$ cat src/rtl/voice_mac.sv
// Multi-channel gain/mix MAC: one frame sums CHANNELS signed sample*gain products through a
// single registered multiplier, then shifts and saturates the total into oOut.
module voice_mac #(
    parameter int CHANNELS = 3,
    parameter int SW       = 12,
    parameter int GW       = 8,
    parameter int OW       = 16,
    parameter int SHIFT    = 8
) (
    input  logic                   clk,
    input  logic                   rst,
    input  logic [CHANNELS*SW-1:0] iSamples,
    input  logic [CHANNELS*GW-1:0] iGains,
    input  logic [CHANNELS-1:0]    iMask,
    input  logic                   iStart,
    output logic                   oBusy,
    output logic                   oValid,
    output logic [OW-1:0]          oOut
);

    localparam int PW = SW + GW + 1;
    localparam int AW = PW + $clog2(CHANNELS) + 1;
    localparam int IW = (CHANNELS > 1) ? $clog2(CHANNELS) : 1;
    // Extended width so the clamp compares never lose the sign of the shifted sum.
    localparam int EW = ((AW > OW) ? AW : OW) + 1;

    localparam logic signed [EW-1:0] OMAX = {{(EW-OW+1){1'b0}}, {(OW-1){1'b1}}};
    localparam logic signed [EW-1:0] OMIN = {{(EW-OW+1){1'b1}}, {(OW-1){1'b0}}};

    localparam logic [1:0] IDLE  = 2'd0;
    localparam logic [1:0] RUN   = 2'd1;
    localparam logic [1:0] DRAIN = 2'd2;
    localparam logic [1:0] DONE  = 2'd3;

    logic [1:0]             state_q, state_d;
    logic [CHANNELS*SW-1:0] samples_q;
    logic [CHANNELS*GW-1:0] gains_q;
    logic [CHANNELS-1:0]    mask_q;
    logic [IW-1:0]          idx_q;
    logic                   last_idx;
    logic signed [PW-1:0]   prod_q, prod_d;
    logic                   prod_vld_q;
    logic signed [AW-1:0]   acc_q;
    logic signed [AW-1:0]   shifted;
    logic signed [EW-1:0]   shifted_ext;
    logic signed [EW-1:0]   clamped;
    logic [OW-1:0]          out_q;
    logic                   valid_q;

    logic signed [SW-1:0]   cur_s;
    logic [GW-1:0]          cur_g;
    logic                   cur_m;

    assign last_idx = (idx_q == IW'(CHANNELS - 1));

    always_comb begin
        state_d = state_q;
        case (state_q)
            IDLE:    if (iStart) state_d = RUN;
            RUN:     if (last_idx) state_d = DRAIN;
            DRAIN:   state_d = DONE;
            DONE:    state_d = IDLE;
            default: state_d = IDLE;
        endcase
    end

    always_comb begin
        cur_s = '0;
        cur_g = '0;
        cur_m = 1'b0;
        for (int k = 0; k < CHANNELS; k++) begin
            if (idx_q == IW'(k)) begin
                cur_s = samples_q[k*SW +: SW];
                cur_g = gains_q[k*GW +: GW];
                cur_m = mask_q[k];
            end
        end
    end

    // Gain is unsigned, so it enters the signed multiply with a zero MSB.
    always_comb begin
        prod_d = '0;
        if (!cur_m) begin
            prod_d = PW'(cur_s) * PW'($signed({1'b0, cur_g}));
        end
    end

    always_comb begin
        shifted     = acc_q >>> SHIFT;
        shifted_ext = EW'(shifted);
        clamped     = shifted_ext;
        if (shifted_ext > OMAX) begin
            clamped = OMAX;
        end else if (shifted_ext < OMIN) begin
            clamped = OMIN;
        end
    end

    always_ff @(posedge clk) begin
        if (rst) begin
            state_q    <= IDLE;
            samples_q  <= '0;
            gains_q    <= '0;
            mask_q     <= '0;
            idx_q      <= '0;
            prod_q     <= '0;
            prod_vld_q <= 1'b0;
            acc_q      <= '0;
            out_q      <= '0;
            valid_q    <= 1'b0;
        end else begin
            state_q    <= state_d;
            valid_q    <= 1'b0;
            prod_vld_q <= 1'b0;
            if (prod_vld_q) begin
                acc_q <= acc_q + AW'(prod_q);
            end
            case (state_q)
                IDLE: begin
                    if (iStart) begin
                        samples_q <= iSamples;
                        gains_q   <= iGains;
                        mask_q    <= iMask;
                        acc_q     <= '0;
                        idx_q     <= '0;
                    end
                end
                RUN: begin
                    prod_q     <= prod_d;
                    prod_vld_q <= 1'b1;
                    idx_q      <= last_idx ? '0 : idx_q + IW'(1);
                end
                DONE: begin
                    out_q   <= OW'(clamped);
                    valid_q <= 1'b1;
                end
                default: ;
            endcase
        end
    end

    assign oBusy  = (state_q != IDLE);
    assign oValid = valid_q;
    assign oOut   = out_q;

endmodule

$ cat config.mk
export PLATFORM = sky130hd
export DESIGN_NAME = voice_mac
export DESIGN_NICKNAME = d
export VERILOG_FILES = /design/src/rtl/voice_mac.sv
export SDC_FILE = /design/constraint.sdc
export NUM_CORES = 1
export LEC_CHECK = 0
export BUFFER_PORTS_ARGS = -buffer_cell sky130_fd_sc_hd__buf_4
export CAP_MARGIN = 20
export CORE_UTILIZATION = 55
export CTS_BUF_LIST = sky130_fd_sc_hd__clkbuf_16
export DETAILED_ROUTE_END_ITERATION = 7
export GPL_ROUTABILITY_DRIVEN = 0
export PLACE_DENSITY = 0.74
export SYNTH_ARGS = -nofsm -noshare
export SYNTH_HDL_FRONTEND = slang
export SYNTH_SLANG_ARGS = --single-unit
$ cat constraint.sdc
create_clock -name clk -period 14.2 [get_ports clk]
set_clock_uncertainty 0.15 [all_clocks]
set_input_delay 2.84 -clock clk [delete_from_list [all_inputs] [get_ports clk]]
set_output_delay 2.84 -clock clk [all_outputs]
set_load 0.01 [all_outputs]
# == After elaboration in Yosys (flattened, before gate mapping) ==
# Cells that the tools add are included.
# totals
register_bits,130
in_bits,66
output_inout_bits,18
# classes
n_eq_ne,7
muxes,23
magnitude_cmp,2
mul,1
add_sub_neg,2
n_reduce_logical,7
# op_table
cell,count
24-bit two-way mux,3
12-bit two-way mux,3
16-bit two-way mux,2
24-bit by 21-bit adder with 24-bit output,1
8-bit two-way mux,3
12-bit by 9-bit multiplier with 21-bit output,1
21-bit two-way mux,1
"16-bit greater-than comparator, second input constant",1
"16-bit < comparator, second input constant",1
2-bit two-way mux,4
2-bit one-hot mux with 4 select lines,1
"2-bit equality test, second input constant",3
2-bit AND reduction,3
1-bit two-way mux,5
"2-bit by 1-bit equality test with 1-bit output, second input constant",2
2-bit zero test,2
"2-bit != test, second input constant",2
2-bit one-hot mux with 2 select lines,1
2-bit nonzero test,2
"2-bit by 1-bit adder with 2-bit output, second input constant",1

# == Longest topological paths before layout ==
# depth
word_depth,6
ltp_mapped,24
ltp_nobuf,22

# == Worst setup path before layout ==
# OpenSTA, ideal clock, no wires.
# synth_timing
path_kind,register -> register
start,reg idx_q[1]
end,reg prod_q[16]
path_stages_with_launch,22
slack_ns,8.841
period_less_slack_ns,5.359
t_arrival_ns,5.085
cell_sequence,dfxtp_1 buf_2 nor2b_1 clkbuf_1 clkbuf_1 a21o_1 nand2_1 fa_1 inv_1 fa_1 fa_1 inv_1 fa_1 inv_1 ha_1 a21oi_1 o21ai_0 a21oi_1 o31ai_2 a311oi_1 xor2_1 o21ai_1
# synth_via
elab_chain_len,6
word_cells_on_any_way,14
# synth_lines
element,line,rtl
"start, declared",39,logic [IW-1:0] idx_q;
"start signal, assigned",131,idx_q <= last_idx ? '0 : idx_q + IW'(1);
2-bit zero test,72,if (idx_q == IW'(k)) begin
12-bit two-way mux or 8-bit two-way mux (tied branches) (3 in series),72,
12-bit by 9-bit multiplier with 21-bit output,84,"prod_d = PW'(cur_s) * PW'($signed({1'b0, cur_g}));"
21-bit two-way mux *,83,if (!cur_m) begin
"end signal, assigned",129,prod_q <= prod_d;
"end, declared",41,"logic signed [PW-1:0] prod_q, prod_d;"
# Every way passes the cells marked *; elsewhere a longest branch is shown, timed or not.
# A chain may end at the register's enable or synchronous reset.

# == Worst setup path in the final report ==
# layout_timing
start,reg idx_q[0]
end,reg prod_q[19]
# Same word-level chain as after synthesis.

==> metrics.txt <==
# TYPE chip_impl_metric gauge
chip_impl_info{name="netlist_top_cells_area",value="dfxtp_1 27%, fa_1 16%, ha_1 9.0%"} 1
chip_impl_metric{name="clk_latency",unit="ps"} 430
chip_impl_metric{name="cts_resized",unit=""} 0
chip_impl_metric{name="final_min_period_over_clock_period",unit="%"} 44.07
chip_impl_info{name="layout_common_cells",value="226 x nand2_1, 145 x inv_1, 130 x dfxtp_1"} 1
chip_impl_metric{name="gr-usage-all-layers",unit="%"} 24.12
chip_impl_info{name="synth_area_leader_cell",value="dfxtp_1"} 1
chip_impl_metric{name="grt_first_pass_wirelength",unit="mm"} 34.96
chip_impl_metric{name="pin_count_of_the_biggest_net_entering_global_routing",unit=""} 100
chip_impl_metric{name="worstPathRequired",unit="ps"} 14340
chip_impl_metric{name="numPortBuffers",unit=""} 83
chip_impl_metric{name="synth_cells",unit=""} 1193
chip_impl_metric{name="maximum_clock_rate",unit="MHz"} 159.8
chip_impl_metric{name="holdBufCountCts",unit=""} 0
chip_impl_info{name="crit_path_end_kind",value="register"} 1
chip_impl_metric{name="via_count",unit=""} 7832
chip_impl_metric{name="ys_async_sr_fraction",unit="%"} 0
chip_impl_metric{name="fp.dieH",unit="um"} 134.4
chip_impl_info{name="layout.cells.most_common",value="nand2_1"} 1
chip_impl_metric{name="grtUsageMet2",unit="%"} 41.11
chip_impl_metric{name="synth_nets",unit=""} 1407
chip_impl_metric{name="die_width",unit="um"} 134.4
chip_impl_metric{name="max-vdd-ir-drop",unit="mV"} 0.09070
chip_impl_metric{name="ys_ff_latch",unit=""} 130
chip_impl_info{name="gr-max-usage-layer",value="met2"} 1
chip_impl_metric{name="critical_path_peak_fanout",unit=""} 29
chip_impl_metric{name="total_of_warnings_raised_by_yosys",unit=""} 0
chip_impl_metric{name="critical_path_arrival",unit="ps"} 6400
chip_impl_metric{name="finalSetupViolCount",unit=""} 0
chip_impl_metric{name="htree_levels",unit=""} 4
chip_impl_metric{name="filler_cell_count",unit=""} 1477
chip_impl_metric{name="cts_max_path_buffers",unit=""} 2
chip_impl_metric{name="drtAntennaViolNets",unit=""} 0
chip_impl_metric{name="starting_density_of_the_core",unit="%"} 55.95
chip_impl_metric{name="p_leak",unit="nW"} 5.142
chip_impl_info{name="synth_top_flop_cell",value="dfxtp_1"} 1
chip_impl_metric{name="tightestPinTransition",unit="ps"} 997.9
chip_impl_metric{name="fp.coreArea",unit="um2"} 17240
chip_impl_metric{name="final.hold.worst_slack",unit="ps"} 302.9
chip_impl_info{name="setup.worst_path.class",value="reg -> reg"} 1
chip_impl_metric{name="synth.avg_cell_area",unit="um2"} 8.084
chip_impl_metric{name="area.growth.synth_to_final",unit="%"} 14.06
chip_impl_metric{name="fin_total_pwr",unit="mW"} 1.403
chip_impl_metric{name="design.portCount",unit=""} 84
chip_impl_metric{name="grt.overflow.total",unit=""} 0
chip_impl_metric{name="synth_largest_type_area_fraction",unit="%"} 26.98
chip_impl_metric{name="met1_capacity_usage_during_global_routing",unit="%"} 30.90
chip_impl_metric{name="clkSlewWorstSetupHoldPaths",unit="ps"} 60
chip_impl_metric{name="die_area",unit="um2"} 18070
chip_impl_metric{name="grt_pass1_vias",unit=""} 7658
chip_impl_metric{name="drt_first_iter_violations",unit=""} 461
chip_impl_metric{name="grt_antenna_before_repair",unit=""} 0
chip_impl_metric{name="multi_input_comb_area",unit="um2"} 6281
chip_impl_metric{name="drive_gt1_share",unit="%"} 11.12
chip_impl_metric{name="synth_area",unit="um2"} 9644
chip_impl_info{name="cts_root_buf",value="clkbuf_16"} 1
chip_impl_metric{name="period_needed",unit="ps"} 6258
chip_impl_metric{name="dp.final_hpwl",unit="mm"} 15.62
chip_impl_metric{name="synthDistinctLibCells",unit=""} 56
chip_impl_metric{name="synth_edf_count",unit=""} 0
chip_impl_info{name="outcome",value="finished, final reports clean"} 1
chip_impl_metric{name="m3_gr_usage",unit="%"} 4.611
chip_impl_metric{name="numClockSinks",unit=""} 130
chip_impl_metric{name="routed_via_density",unit=""} 5.278
chip_impl_metric{name="timing.slew.headroom",unit="%"} 33.48
chip_impl_info{name="worst_hold_path_type",value="reg -> reg"} 1
chip_impl_metric{name="detail_route.drc_violations",unit=""} 0
chip_impl_metric{name="regArea",unit="um2"} 2603
chip_impl_metric{name="n_antenna_cell",unit=""} 0
chip_impl_metric{name="num-nets-final",unit=""} 1461
chip_impl_info{name="cts_tree",value="done"} 1
chip_impl_info{name="setup_repair_after_global_routing_missed_its_margin",value="no"} 1
chip_impl_metric{name="drv.max_cap_violation_count",unit=""} 0
chip_impl_metric{name="final_routed_wirelength",unit="mm"} 20.29
chip_impl_metric{name="post_cts_buffers",unit=""} 0
chip_impl_metric{name="post_drt_wl_per_cell",unit="um"} 13.68
chip_impl_info{name="setup.worst_path.start_class",value="register"} 1
chip_impl_metric{name="floorplan.rows",unit=""} 48
chip_impl_metric{name="drtPass1Iterations",unit=""} 5
chip_impl_metric{name="maxSlewViolCount",unit=""} 0
chip_impl_metric{name="tritoncts.num_buffers",unit=""} 17
chip_impl_metric{name="yosysSeqAreaShare",unit="%"} 26.98
chip_impl_metric{name="p_per_area",unit="nW/um2"} 127.5
chip_impl_metric{name="finalSetupTns",unit="ps"} 0
chip_impl_metric{name="timing.final.hold_violations",unit=""} 0
## per-stage QoR
stage               worst slack [ps]  area [um2]  cells  utilization (%)
floorplan                       8841        9644   1193                -
global placement                8069       10360   1451            60.12
detailed placement              7829       10360   1451            60.12
CTS                             7808       10980   1482            63.68
global route                    7443       11000   1484            63.82
finish                          7942       11000   1484            63.82
## sequential cells by signal (all words and copies together), names as in the netlist, 2 cells and up
signal	cells
gains_q	24
mask_q	3
acc_q	24
state_q	2
idx_q	2
oOut	16
samples_q	36
prod_q	21
## cells by family (layout without fill, tap and decap cells)
| family | after synthesis | count (layout) | share of synthesized area [%] |
|---|---|---|---|
| AO/OA/AOI/OAI | 232 | 232 | 14.57 |
| XOR/XNOR | 35 | 35 | 3.179 |
| adder cells (fa/ha/maj) | 148 | 148 | 25.35 |
| buffers and inverters | 199 | 265 | 7.927 |
| flip-flops | 130 | 130 | 26.98 |
| multiplexers | 47 | 47 | 4.878 |
| AND/OR/NAND/NOR | 402 | 402 | 17.11 |
## per-layer routing
layer,part of all wire (%),wire (um)
met5,0,0
met4,1.6,320
met3,4.0,816
met2,48,9708
met1,47,9449
## final timing paths
| kind | slack, ps | startpoint | endpoint | depth (start not counted) |
|---|---|---|---|---|
| hold / removal | 300 | prod_q[16]$_SDFFE_PP0P_ | prod_q[16]$_SDFFE_PP0P_ | 2 |
| setup / recovery | 7940 | idx_q[0]$_SDFFE_PP0P_ | prod_q[19]$_SDFFE_PP0P_ | 19 |
| hold reg to reg | 300 | prod_q[16]$_SDFFE_PP0P_ | prod_q[16]$_SDFFE_PP0P_ | 2 |
| setup reg to reg | 7940 | idx_q[0]$_SDFFE_PP0P_ | prod_q[19]$_SDFFE_PP0P_ | 19 |
## synthesized netlist by cell type (all sizes together), types with 9 or more instances
cell,n
xnor2,14
ha,69
nor2,119
nand2,228
a21oi,118
buf,17
inv,145
o21ai,41
clkbuf,37
a31oi,10
fa,79
dfxtp,130
and2,9
xor2,21
mux2i,47
a21o,23
## area by class of cell
type | instances | share of cell area (%)
Tap cell | 225 | 2.559
Timing Repair Buffer | 89 | 6.165
Clock inverter | 14 | 1.706
Sequential cell | 130 | 23.66
Inverter | 145 | 4.948
Clock buffer | 17 | 3.867
Multi-Input combinational cell | 864 | 57.10
## worst max-delay path, stage by stage (launching register included)
cell      delay, ps
dfxtp_1         580
buf_4           400
nor2b_1          90
buf_4           230
a21oi_1         820
nor2_1          130
ha_1            360
fa_1            510
fa_1            550
inv_1            60
fa_1            530
inv_1            40
ha_1            360
a21oi_1         260
o21ai_0         120
a21oi_1         230
o211ai_1        180
a311oi_1        290
xor2_1          160
o21ai_0          80
## report_power, final
group	total [mW]	internal, mW	switching [mW]
clock	0.453	0.291	0.162
sequential	0.452	0.413	0.0394
combinational	0.497	0.183	0.315
Note: power is estimated with default switching activity, not from simulation.
